**src/rtl/cordic_iter_ctrl.sv**
```systemverilog
// cordic_iter_ctrl
//   Sequencing controller for the iterative CORDIC datapath. Accepts a job
//   over a valid/ready handshake, loads the x/y/z bank, runs n_q
//   micro-rotations (runtime count, clamped to MAX_ITER) and holds the final
//   result until the consumer takes it.
//
//   Handshakes: a transfer happens on a rising edge where valid && ready are
//   both high. The job source keeps in_valid and its payload stable until
//   in_ready. The controller keeps out_valid high, without any change, until
//   out_ready.
//
// Ports
//   clk, reset        clock; synchronous active-high reset
//   in_valid/in_ready job request handshake; in_mode, in_n_iter sampled on accept
//   abort             cancels the running job (blocks acceptance in IDLE)
//   y_msb, z_msb      datapath sign bits used for the direction decode
//   load_en, sel_fb   datapath load enable and input mux select (1 = feedback)
//   iter_en           datapath micro-rotation register enable
//   idx               iteration index (shift amount / atan LUT address)
//   dir               1 = d_i=+1, 0 = d_i=-1; forced 0 outside ITER
//   mode_q            latched mode (0 rotation, 1 vectoring)
//   busy              job in LOAD or ITER
//   out_valid/out_ready result hand-off handshake
//   state_dbg         current FSM state (IDLE=0, LOAD=1, ITER=2, DONE=3)

module cordic_iter_ctrl #(
    parameter int MAX_ITER = 16,
    parameter int IDX_W    = 4
) (
    input  logic             clk,
    input  logic             reset,
    input  logic             in_valid,
    output logic             in_ready,
    input  logic             in_mode,
    input  logic [IDX_W:0]   in_n_iter,
    input  logic             abort,
    input  logic             y_msb,
    input  logic             z_msb,
    output logic             load_en,
    output logic             sel_fb,
    output logic             iter_en,
    output logic [IDX_W-1:0] idx,
    output logic             dir,
    output logic             mode_q,
    output logic             busy,
    output logic             out_valid,
    input  logic             out_ready,
    output logic [1:0]       state_dbg
);

    typedef enum logic [1:0] {
        S_IDLE = 2'd0,
        S_LOAD = 2'd1,
        S_ITER = 2'd2,
        S_DONE = 2'd3
    } state_t;

    localparam logic [IDX_W:0]   MAX_N   = (IDX_W + 1)'(MAX_ITER);
    localparam logic [IDX_W:0]   ONE_N   = (IDX_W + 1)'(1);
    localparam logic [IDX_W-1:0] ONE_IDX = IDX_W'(1);

    state_t         state;
    logic [IDX_W:0] n_q;
    logic [IDX_W:0] n_clamp;
    logic           last_iter;

    // Zero and out-of-range requests both mean "full precision".
    always_comb begin
        n_clamp = in_n_iter;
        if (in_n_iter == '0 || in_n_iter > MAX_N)
            n_clamp = MAX_N;
    end

    // n_q is never 0 while in ITER, so n_q-1 cannot underflow there.
    assign last_iter = ({1'b0, idx} == (n_q - ONE_N));

    always_ff @(posedge clk) begin
        if (reset) begin
            state  <= S_IDLE;
            idx    <= '0;
            mode_q <= 1'b0;
            n_q    <= '0;
        end else begin
            case (state)
                S_IDLE: begin
                    idx <= '0;
                    if (in_valid && !abort) begin
                        mode_q <= in_mode;
                        n_q    <= n_clamp;
                        state  <= S_LOAD;
                    end
                end
                S_LOAD: begin
                    idx   <= '0;
                    state <= abort ? S_IDLE : S_ITER;
                end
                S_ITER: begin
                    if (abort) begin
                        state <= S_IDLE;
                        idx   <= '0;
                    end else if (last_iter) begin
                        state <= S_DONE;
                        idx   <= '0;
                    end else begin
                        idx <= idx + ONE_IDX;
                    end
                end
                S_DONE: begin
                    idx <= '0;
                    // abort together with out_ready is treated as an abort;
                    // both lead to IDLE so one condition covers them.
                    if (abort || out_ready)
                        state <= S_IDLE;
                end
                default: begin
                    state <= S_IDLE;
                    idx   <= '0;
                end
            endcase
        end
    end

    always_comb begin
        in_ready  = 1'b0;
        load_en   = 1'b0;
        sel_fb    = 1'b0;
        iter_en   = 1'b0;
        busy      = 1'b0;
        out_valid = 1'b0;
        dir       = 1'b0;
        case (state)
            S_IDLE: in_ready = !abort;
            S_LOAD: begin
                load_en = 1'b1;
                busy    = 1'b1;
            end
            S_ITER: begin
                sel_fb  = 1'b1;
                iter_en = 1'b1;
                busy    = 1'b1;
                // Rotation drives z to 0, vectoring drives y to 0.
                dir     = mode_q ? y_msb : !z_msb;
            end
            S_DONE: out_valid = 1'b1;
            default: ;
        endcase
    end

    assign state_dbg = state;

endmodule

```
**config.mk**
```make
export PLATFORM = sky130hd
export DESIGN_NAME = cordic_iter_ctrl
export DESIGN_NICKNAME = d
export VERILOG_FILES = /design/src/rtl/cordic_iter_ctrl.sv
export SDC_FILE = /design/constraint.sdc
export NUM_CORES = 1
export LEC_CHECK = 0
export ABC_CLOCK_PERIOD_IN_PS = 2600
export CAP_MARGIN = 20
export CORE_UTILIZATION = 40
export CTS_CLUSTER_SIZE = 30
export DETAILED_ROUTE_END_ITERATION = 6
export PLACE_DENSITY = 0.72
export SLEW_MARGIN = 10
export SYNTH_ARGS = -nofsm -noshare
export SYNTH_HDL_FRONTEND = slang
export SYNTH_SLANG_ARGS = --single-unit
```
**constraint.sdc**
```tcl
create_clock -name clk -period 2.6 [get_ports clk]
set_input_delay 0.39 -clock clk [delete_from_list [all_inputs] [get_ports clk]]
set_output_delay 0.39 -clock clk [all_outputs]
set_load 0.05 [all_outputs]
```
==> out/qor.yml <==
status: "finished, final reports clean"
grt_max_degree: 12
worst_pin_slew_ns: 0.494
antenna_left: 0
drive_gt1_share_pct: 3.54
h-tree-depth: 1
netlist_area_um2: 701
synth_largest_area_cell: "dfxtp_1"
ys_ff_latch: 12
path_clk_slew_ns: 0.07
setup_viol_count_final: 0
worstHoldStart: "mode_q$_SDFFE_PP0P_"
r2r_setup_slack_ns: 0.83
place_congestion: 0.744
rows: 14
clk_path_buf_depth: 2
period_share_pct: 89.5
cts_made_buffers: 3
pre_cts_slack_ns: 0.402
setup_tns_ns: 0
clock-sinks: 12
required_ns: 2.21
vias_per_cell: 5.12
holdWs_ns: 0.495
finalCriticalPeriod_ns: 2.33
grt_pass1_wl_um: 2460
r2r-start: "n_q[0]$_SDFFE_PP0P_"
die_w_um: 43.9
num_vias: 660
timing.final.ws_setup_ns: 0.273
min_to: "mode_q$_SDFFE_PP0P_"
io_buffers: 26
drtIter0Drc: 11
coreArea_um2: 1580
powerDensity_nw_per_um2: 458
min_path_type: "flop to flop"
syn_inst: 87
dpl.hpwl_um: 1160
max-slew-margin-rel_pct: 66.9
nFillCells: 154
post_cts_buffers: 0
drc: 0
r2r-end: "state_dbg[1]$_SDFFE_PP0P_"
drt_wl_total_um: 1480
ys_seq_area_share_pct: 34.3
finalPower_uw: 451
crit_fanout: 5
cts_resized: 0
cts_hold_buf: 0
grtUsageTotal_pct: 17.5
rsz0062_at_grt: "false"
ir_drop_uv: 380
whs_path_depth: 2
synthTopCellsByArea: "dfxtp_1 (34%), ha_1 (13%), nor2_1 (9.1%)"
antenna_found_initial: 0
drt-pass1-iter-count: 6
synth_top_area_share_pct: 34.3
avgSynthCellArea_um2: 8.05
slew_violations: 0
hold_violations: 0
crit_type: "flop to output port"
crit_arrival_ns: 1.94
cap_violations: 0
reg2regPathDepth: 7
place_area_um2: 962
synthToLayoutAreaGrowth_pct: 40.5
synth_nets: 107
skew_ns: 0.00424
root_buffer: "clkbuf_4"
grt_overflow: 0
crit_path_end_kind: "output port"
n_antenna_cell: 0
dieHeight_um: 43.9
nets: 135
first_global_vias: 593
yosysWarnings: 0
p_leak_nw: 0.373
wl_per_cell_um: 11.5
clk_latency_ns: 0.27
io_pins: 27
die-area_um2: 1920
start_kind: "flop"
synth_cell_types: 22
cts_tree: "yes"
initial_utilization_pct: 44.4
stdcell_area_um2: 985
fmax_mhz: 430
-- stage by stage --
| stage | std cells | utilization, % |
|---|---|---|
| finish | 129 | 62.5 |
| global route | 129 | 62.5 |
| CTS | 129 | 62.5 |
| detailed placement | 126 | 61.0 |
| global placement | 126 | 61.0 |
| floorplan | 87 | - |
-- how the worst max path moves through the flow --
stage	from	to	slack, ns
6_report	state_dbg[0]$_SDFFE_PP0P_	dir	0.27
5_1_grt	state_dbg[0]$_SDFFE_PP0P_	dir	0.20
4_1_cts	state_dbg[0]$_SDFFE_PP0P_	dir	0.25
3_5_place_dp	z_msb	dir	0.40
3_3_place_gp	z_msb	dir	0.41
2_1_floorplan	state_dbg[1]$_SDFFE_PP0P_	dir	0.13
-- Yosys cell counts --
cell      number
nor2_1        17
dfxtp_1       12
a21oi_1        9
inv_1          8
ha_1           7
xnor2_1        6
nor3b_1        5
nand3_1        3
o21ai_0        3
xor2_1         3
nand2_1        2
nor3_1         2
a2111o_1       1
and2b_1        1
buf_1          1
buf_2          1
buf_4          1
nand2b_1       1
nand4_1        1
o21a_1         1
o31ai_1        1
or4_1          1
-- sequential cells by signal, summed over array words and instances, names as in the netlist --
| register | cells |
|---|---|
| idx | 4 |
| n_q | 5 |
| state_dbg | 2 |
| mode_q | 1 |
-- kinds of logic after synthesis --
family | count (synthesis) | share of synthesized area [%]
and+or+nand+nor | 33 | 23.0
AOI/OAI and AO/OA | 15 | 12.3
DFF | 12 | 34.3
buffers and inverters | 11 | 6.61
xor gates and xnor gates | 9 | 11.3
adders and majority gates | 7 | 12.5
-- final cells by class --
cell class	instances	area [um^2]	share of cell area, %
clock buffers	3	22.5	2.29
inverters	8	30.0	3.05
multi-input cells	64	414	42.1
flip-flops and latches	12	240	24.4
well taps	16	20.0	2.03
repair buffers	26	258	26.2
-- layer usage --
layer / vias to the layer above / GRT usage [%] / wire, um
met1: 292 / 19.7 / 668
met3: 2 / 6.67 / 115
met5: - / 0 / 0
met2: 21 / 31.3 / 688
met4: 0 / 3.64 / 10
li1: 345 / - / -
-- power by group --
part | switching, mW | leakage (nW) | internal (mW)
logic | 0.0804 | 0.262 | 0.0580
registers | 0.00847 | 0.0974 | 0.191
clock network | 0.0597 | 0.0138 | 0.0536
-- worst max-delay path, stage by stage, from the launching register on --
cell and delay, ns:
dfxtp_1 0.36, inv_1 0.10, ha_1 0.21, inv_1 0.09
nor2_1 0.10, clkdlybuf4s50_1 0.80
-- layout by cell type, fill, tap and decap left out --
cell type	netlist	routed
o21a_1	1	1
a21oi_1	9	9
nand2_1	2	2
ha_1	7	7
nand3_1	3	3
and2b_1	1	1
clkbuf_4	0	3
xnor2_1	6	6
o31ai_1	1	1
clkdlybuf4s50_1	0	25
dfxtp_1	12	12
nor2_1	17	17
inv_1	8	8
o21ai_0	3	3
nand2b_1	1	1
nor3_1	2	2
nor3b_1	5	5
a2111o_1	1	1
xor2_1	3	3
or4_1	1	1
nand4_1	1	1
buf_4	1	1
Power figures use the tool's default switching activity.
